### config.mk
export PLATFORM = sky130hd
export DESIGN_NAME = ifetch_queue_flat
export DESIGN_NICKNAME = d
export VERILOG_FILES = /design/src/rtl/ifetch_queue_if.sv /design/src/rtl/ifetch_queue.sv /design/src/flat_wrapper.sv
export SDC_FILE = /design/constraint.sdc
export NUM_CORES = 1
export LEC_CHECK = 0
export ABC_AREA = 1
export CORE_AREA = 2 2 167 169
export CTS_CLUSTER_DIAMETER = 50
export DETAILED_ROUTE_END_ITERATION = 8
export DIE_AREA = 0 0 169 171
export PLACE_DENSITY = 0.74
export REMOVE_ABC_BUFFERS = 1
export SYNTH_ARGS = -nofsm -noshare
export SYNTH_HDL_FRONTEND = slang
export SYNTH_SLANG_ARGS = --single-unit
### constraint.sdc
create_clock -name clk -period 4.7 [get_ports clk]
set_input_delay 0.94 -clock clk [delete_from_list [all_inputs] [get_ports clk]]
set_output_delay 0.94 -clock clk [all_outputs]
set_load 0.01 [all_outputs]
### src/rtl/ifetch_queue_if.sv
// Fetch-stage bus bundle: cache CPU port, redirect strobe and decode handshake.
// The master modport is the fetch queue; the slave side is the cache/decode environment.
interface ifetch_queue_if;
    logic [31:0] ic_addr;
    logic        ic_ready;
    logic        ic_ack;
    logic [31:0] ic_data;
    logic        redirect;
    logic [31:0] redirect_pc;
    logic        ins_valid;
    logic [31:0] ins_data;
    logic [31:0] ins_pc;
    logic        ins_take;
    logic        protocol_err;

    modport master (
        output ic_addr,
        input  ic_ready,
        input  ic_ack,
        input  ic_data,
        input  redirect,
        input  redirect_pc,
        output ins_valid,
        output ins_data,
        output ins_pc,
        input  ins_take,
        output protocol_err
    );

    modport slave (
        input  ic_addr,
        output ic_ready,
        output ic_ack,
        output ic_data,
        output redirect,
        output redirect_pc,
        input  ins_valid,
        input  ins_data,
        input  ins_pc,
        output ins_take,
        input  protocol_err
    );
endinterface

### src/rtl/ifetch_queue.sv
// Instruction fetch stage: issues word addresses to the I-cache, pairs each ack with its PC,
// buffers words in a small FIFO for decode and flushes everything on a redirect.
module ifetch_queue #(
    parameter int          DEPTH    = 4,
    parameter logic [31:0] RESET_PC = 32'h0
) (
    input  logic           clk,
    input  logic           rst,
    ifetch_queue_if.master bus
);

    localparam int PW = (DEPTH > 1) ? $clog2(DEPTH) : 1;
    localparam int CW = $clog2(DEPTH + 1);

    logic [31:0]   fetch_pc;
    logic [31:0]   inflight_pc;
    logic          inflight;
    logic [CW-1:0] count;
    logic [PW-1:0] rd_ptr;
    logic [PW-1:0] wr_ptr;
    logic          protocol_err;

    logic [31:0]   q_data [DEPTH];
    logic [31:0]   q_pc   [DEPTH];

    logic [CW:0]   occupancy;
    logic          space;
    logic          accept;
    logic          enq;
    logic          deq;
    logic          head_valid;

    // The in-flight request reserves a slot, so credit never depends on this cycle's take.
    assign occupancy  = {1'b0, count} + {{CW{1'b0}}, inflight};
    assign space      = occupancy < (CW+1)'(DEPTH);
    assign head_valid = (count != '0);

    assign accept = bus.ic_ready & space & ~bus.redirect;
    assign enq    = inflight & bus.ic_ack & ~bus.redirect;
    assign deq    = bus.ins_take & head_valid & ~bus.redirect;

    always_ff @(posedge clk or posedge rst) begin
        if (rst) begin
            fetch_pc    <= RESET_PC;
            inflight_pc <= '0;
            inflight    <= 1'b0;
        end else if (bus.redirect) begin
            fetch_pc    <= bus.redirect_pc;
            inflight    <= 1'b0;
        end else if (accept) begin
            inflight_pc <= fetch_pc;
            fetch_pc    <= fetch_pc + 32'd1;
            inflight    <= 1'b1;
        end else begin
            inflight    <= 1'b0;
        end
    end

    always_ff @(posedge clk or posedge rst) begin
        if (rst) begin
            count  <= '0;
            rd_ptr <= '0;
            wr_ptr <= '0;
        end else if (bus.redirect) begin
            count  <= '0;
            rd_ptr <= '0;
            wr_ptr <= '0;
        end else begin
            if (enq) begin
                wr_ptr <= wr_ptr + PW'(1);
            end
            if (deq) begin
                rd_ptr <= rd_ptr + PW'(1);
            end
            case ({enq, deq})
                2'b10:   count <= count + CW'(1);
                2'b01:   count <= count - CW'(1);
                default: count <= count;
            endcase
        end
    end

    // Payload storage needs no reset; count gates every read of it.
    always_ff @(posedge clk) begin
        if (enq) begin
            q_data[wr_ptr] <= bus.ic_data;
            q_pc[wr_ptr]   <= inflight_pc;
        end
    end

    always_ff @(posedge clk or posedge rst) begin
        if (rst) begin
            protocol_err <= 1'b0;
        end else if (inflight & ~bus.ic_ack) begin
            protocol_err <= 1'b1;
        end
    end

    assign bus.ic_addr      = fetch_pc;
    assign bus.ins_valid    = head_valid;
    assign bus.ins_data     = head_valid ? q_data[rd_ptr] : 32'h0;
    assign bus.ins_pc       = head_valid ? q_pc[rd_ptr] : 32'h0;
    assign bus.protocol_err = protocol_err;

endmodule

### src/flat_wrapper.sv
// flat-port wrapper written by rule: the top's interface ports become plain ports
module ifetch_queue_flat 
#(
    parameter int          DEPTH    = 4,
    parameter logic [31:0] RESET_PC = 32'h0
)
  (clk, rst, bus_ic_addr, bus_ic_ready, bus_ic_ack, bus_ic_data, bus_redirect, bus_redirect_pc, bus_ins_valid, bus_ins_data, bus_ins_pc, bus_ins_take, bus_protocol_err);
  ifetch_queue_if bus_i ();
  input  logic clk;
  input  logic rst;
  output wire logic [$bits(bus_i.ic_addr)-1:0] bus_ic_addr;
  input wire logic [$bits(bus_i.ic_ready)-1:0] bus_ic_ready;
  input wire logic [$bits(bus_i.ic_ack)-1:0] bus_ic_ack;
  input wire logic [$bits(bus_i.ic_data)-1:0] bus_ic_data;
  input wire logic [$bits(bus_i.redirect)-1:0] bus_redirect;
  input wire logic [$bits(bus_i.redirect_pc)-1:0] bus_redirect_pc;
  output wire logic [$bits(bus_i.ins_valid)-1:0] bus_ins_valid;
  output wire logic [$bits(bus_i.ins_data)-1:0] bus_ins_data;
  output wire logic [$bits(bus_i.ins_pc)-1:0] bus_ins_pc;
  input wire logic [$bits(bus_i.ins_take)-1:0] bus_ins_take;
  output wire logic [$bits(bus_i.protocol_err)-1:0] bus_protocol_err;
  assign bus_ic_addr = bus_i.ic_addr;
  assign bus_i.ic_ready = bus_ic_ready;
  assign bus_i.ic_ack = bus_ic_ack;
  assign bus_i.ic_data = bus_ic_data;
  assign bus_i.redirect = bus_redirect;
  assign bus_i.redirect_pc = bus_redirect_pc;
  assign bus_ins_valid = bus_i.ins_valid;
  assign bus_ins_data = bus_i.ins_data;
  assign bus_ins_pc = bus_i.ins_pc;
  assign bus_i.ins_take = bus_ins_take;
  assign bus_protocol_err = bus_i.protocol_err;
  ifetch_queue #(.DEPTH(DEPTH), .RESET_PC(RESET_PC)) u_core (.clk(clk), .rst(rst), .bus(bus_i));
endmodule
* Word-level counts from Yosys, hierarchy flattened
Memory sizes are Yosys's and may differ from the RTL's.
Cells that the tools add are included.
** Cells by class
- Equality and inequality tests :: 2
- Bitwise operators :: 9
- Reductions and logical operators :: 6
- $add $sub $neg :: 6
- Multiplexer cells :: 14
- $lt $le $gt $ge :: 1
** Operator list (count)
- 32-bit two-way mux :: 4
- 32-bit by 1-bit adder with 32-bit output, second input constant :: 1
- 2-bit two-way mux :: 4
- 1-bit AND :: 7
- 3-bit case mux with 2 select lines :: 1
- 2-bit nonzero test :: 3
- 3-bit nonzero test :: 2
- 2-bit by 1-bit adder with 2-bit output, second input constant :: 2
- 3-bit by 1-bit adder with 4-bit output :: 1
- 4-bit by 3-bit < comparator with 1-bit output, second input constant :: 1
- 1-bit two-way mux :: 4
- 3-bit by 1-bit adder with 3-bit output, second input constant :: 1
- 3-bit two-way mux :: 1
- 3-bit by 1-bit subtractor with 3-bit output, second input constant :: 1
- 2-bit by 1-bit == test with 1-bit output, second input constant :: 1
- 2-bit == test, second input constant :: 1
- 1-bit inverter :: 2
- 2-bit AND reduction :: 1
** Storage, ports and cells
- Word-level logic and storage cells :: 47
- Memories kept :: 2
- Register bits :: 73
- Output and inout port bits :: 98
- Memory bits (writable) :: 256
** Memories
- u_core.q_data :: depth 4, bits a word 32, read ports 1, clocked after Yosys merged registers in 0, write ports 1, RTL line ifetch_queue.sv:23 : logic [31:0] q_data [DEPTH];
- u_core.q_pc :: depth 4, bits a word 32, read ports 1, clocked after Yosys merged registers in 0, write ports 1, RTL line ifetch_queue.sv:24 : logic [31:0] q_pc [DEPTH];

* Logic depth before layout (Yosys ltp)
- Word-level depth :: 6
- Gate-level depth with buffers :: 9
- Depth with buffers taken out :: 9

* Worst setup path after synthesis
Ideal clock, no wire load.
- Kind :: input to register
- From :: input bus_redirect
- To :: memory u_core.q_data[0][0], enable pin
- Cell stages on the path :: 4
- Setup slack :: 0.151 ns
- Data required time :: 4.214 ns
- Buffers on the path :: 1
- Arrival time :: 4.063 ns
- Cell sequence :: buf_4 nor2_1 inv_1 nor2_1
** Between the ends
- Cells in the longest elaborated chain, start to end :: 4
** RTL lines
- start: declaration :: RTL line flat_wrapper.sv:15 : input wire logic [$bits(bus_i.redirect)-1:0] bus_redirect;
- 1-bit inverter :: RTL line ifetch_queue.sv:39 : assign enq = inflight & bus.ic_ack & ~bus.redirect;
- 1-bit AND :: RTL line ifetch_queue.sv:39
- 1-bit two-way mux :: RTL line ifetch_queue.sv:85 : if (enq) begin
- 1-bit two-way mux (implied by the code) :: RTL line ifetch_queue.sv:86 : q_data[wr_ptr] <= bus.ic_data;
- end: declaration :: RTL line ifetch_queue.sv:23
No other way between the ends.

* Worst setup path in the final report
- From :: register u_core.rd_ptr[0]
- To :: output bus_ins_pc[18]
** Between the ends
- Cells in the longest elaborated chain, start to end :: 2
** RTL lines
- start: declaration :: RTL line ifetch_queue.sv:19 : logic [PW-1:0] rd_ptr;
- start signal: assignment :: RTL line ifetch_queue.sv:73 : rd_ptr <= rd_ptr + PW'(1);
- memory read 4 x 32 bit
- 32-bit two-way mux :: RTL line ifetch_queue.sv:102 : assign bus.ins_pc = head_valid ? q_pc[rd_ptr] : 32'h0;
- end: declaration :: RTL line flat_wrapper.sv:19 : output wire logic [$bits(bus_i.ins_pc)-1:0] bus_ins_pc;
No other way between the ends.

==> results.md <==
- Slew Limit Fails: 0
- Die area: 28900 um^2
- # hold bufs at CTS: 0
- R2R Path End: u_core.count[2]
- Routed vias: 9787
- Max_slew headroom: 36.32%
- Pwr Total: 0.008869 W
- Vias in the first global route: 9394
- Seq. cell area: 9519 um^2
- Post-synthesis mux area share: 0%
- Hold path cells: 1
- Worst Tran Pin Value: 953.8 ps
- Die Y: 171 um
- Routed WL: 31340 um
- Pwr dens: 520.1 nW/um^2
- Simple-gate portion of the synthesized area: 16.50%
- Post-CTS setup buffers: 0
- Worst min path class: reg -> reg
- Complex-gate fraction of the synthesized area: 9.613%
- Core box area: 27320 um^2
- Area Overhead vs Synth: 23.37%
- Final hold slack: 493.5 ps
- Total Routing Usage GR: 21.72%
- Routability Congestion: 0.8560
- Core Util, Final: 62.41%
- Final setup viols: 0
- Post-synthesis adder-cell area fraction: 0.5974%
- Seq cells post-synth: 329
- First-pass iteration count of the detailed router: 5
- Crit path launch type: flip-flop
- N_diodes: 0
- VDD IR max: 264.5 uV
- Crit Path Category: reg -> out
- Critical Path AT: 3280 ps
- Hold Path Sink: u_core.bus.protocol_err
- Crit. End Element: primary output
- Clk sinks: 329
- Fill count: 2150
- Xor/xnor cell area share of the yosys netlist: 0.4436%
- Antenna violations before repair: 0
- Clock skew: 21.97 ps
- H-tree lvl count: 2
- Yosys synthesis warning count: 0
- P_leak: 6.334 nW
- Wire per inst: 17.13 um
- FMAX: 0.2369 GHz
- Final instance area: 17050 um^2
- Cts bufs inserted: 34
- Ports: 168
- Syn_area_per_cell: 10.61 um^2
- Critical Path RT: 3760 ps
- Cell Rows: 61
- Multi-input gate area: 3784 um^2
- Global-route wire length before repair: 49320 um
- Starting density of the core: 50.59%
- Initial DRC Count: 964
- Post-Syn Instances: 1303
- Vias per std cell: 5.351
- Reg2reg setup slack: 2720 ps
- R2R depth: 9
- Worst Path Max Fanout: 68
- Min cycle time layout: 4222 ps
- Worst-path clk slew: 60 ps
- Largest family of logic cells by synthesized area: simple AND/OR/NAND/NOR gates
- Share of cells above drive strength 1: 6.473%
- DR DRC count: 0
- CTS root buf: clkbuf_16
- RSZ-0062 raised after global routing: false
- Synthesized area: 13820 um^2
- Cell Area, Placed: 15890 um^2
- Total grt overflow: 0
- Post-route insts no fill: 1829
- Hold Startpoint: u_core.bus.protocol_err
- Layout Nets: 1534
- Synth unique cells: 30
- Worst skew pair latency: 510 ps
- Final Hold Fails: 0
- Resized cells post-CTS: 0
- Post-route antenna net violation count: 0
- Max Cap Viol: 0
- Status: finished clean
- Register area share after synthesis: 68.83%
- Port-buffer cells: 167
- Critical R2R Launch: u_core.count[0]
- Pin count of the biggest net entering global routing: 83
- Final period utilization: 89.83%
- Detail Placement HPWL: 18620 um
- CTS tree: done
- CTS max path bufs: 3
- Placed Cells: 1768
- Die X: 169 um
[per-layer routing]
layer / track usage (%) / part of all wire (%) / up-vias
li1: - / - / 4755
met1: 30.13 / 45 / 4709
met2: 36.28 / 48 / 285
met3: 3.100 / 4.9 / 38
met4: 6.020 / 1.6 / 0
met5: 0 / 0 / -
[sequential cells by signal, indices dropped and copies added, names as in the netlist]
register / flops
u_core.q_pc: 128
u_core.count: 3
u_core.wr_ptr: 2
u_core.inflight: 1
u_core.inflight_pc: 32
u_core.bus.protocol_err: 1
u_core.q_data: 128
u_core.rd_ptr: 2
u_core.bus.ic_addr: 32
[cells in the final DEF (no fill, tap or decap), drive strengths merged, types with 3 or more instances in the layout]
cell type	n
a21oi	67
buf	17
bufinv	4
clkbuf	43
clkdlybuf4s50	167
clkinv	13
dfrtp	73
edfxtp	256
ha	5
inv	74
nand2	168
nand3	43
nand3b	5
nand4	9
nor2	334
nor3	3
o211ai	3
o21ai	185
o21bai	3
xor2	7
[kinds of logic (layout without fill, tap and decap cells)]
logic type	count (synthesis)	after routing
AOI/OAI and AO/OA	261	261
xor gates and xnor gates	7	7
adders and majority gates	6	6
buffers and inverters	138	318
DFF	329	329
and+or+nand+nor	562	562
[power breakdown]
part	switching [W]	internal (W)	total (W)	leakage, nW
clock	0.00108	0.00169	0.00277	0.580
combinational	0.00123	0.000998	0.00223	2.53
sequential	0.000368	0.00351	0.00387	3.22
[through the flow]
step                      setup TNS (ps)  setup WS, ps
final                                  0         478.1
after global routing                   0         338.7
after CTS                              0         474.4
after detailed placement               0          1031
after global placement                 0          1107
after floorplan                   -12830        -233.6
[worst max-delay path: stages, from the launching register on]
cell and delay, ps:
dfrtp_4 920, buf_4 650, nor2_1 110, nor2_1 100, o21ai_0 100, a21oi_1 260, clkdlybuf4s50_1 590
[how the worst max path moves through the flow]
stage                           startpoint                to  cells after the start
after floorplan           u_core.rd_ptr[0]  bus_ins_data[30]                      3
after global placement    u_core.rd_ptr[0]    bus_ins_pc[18]                      6
after detailed placement  u_core.rd_ptr[0]     bus_ins_pc[1]                      6
after CTS                 u_core.rd_ptr[0]     bus_ins_pc[1]                      6
after global routing      u_core.rd_ptr[0]    bus_ins_pc[16]                      6
final                     u_core.rd_ptr[0]    bus_ins_pc[18]                      6
[synth_stat cells (all sizes together)]
cell,instances,area [um^2]
edfxtp,256,7687
nor2,334,1294
nand3,43,245.2
nand2,168,633.1
clkbuf,29,108.9
o21ai,185,925.9
nor3,3,15.01
a22oi,1,7.510
nand3b,5,37.54
nand4,9,56.30
o21bai,3,22.52
o211ai,3,22.52
buf,36,171.4
clkinv,1,3.750
o221ai,1,8.760
dfrtp,73,1827
xor2,7,61.31
a31oi,1,6.260
ha,5,62.56
a21oi,67,335.3
inv,72,270.3
fa,1,20.02
[area by class of cell]
type,count,area share (%)
repair buffers,184,10.99
clock inverters,18,1.167
well taps,346,2.539
flip-flops and latches,329,55.82
multi-input cells,836,22.19
clock buffers,43,5.679
inverters,73,1.614
Power figures use the tool's default switching activity.
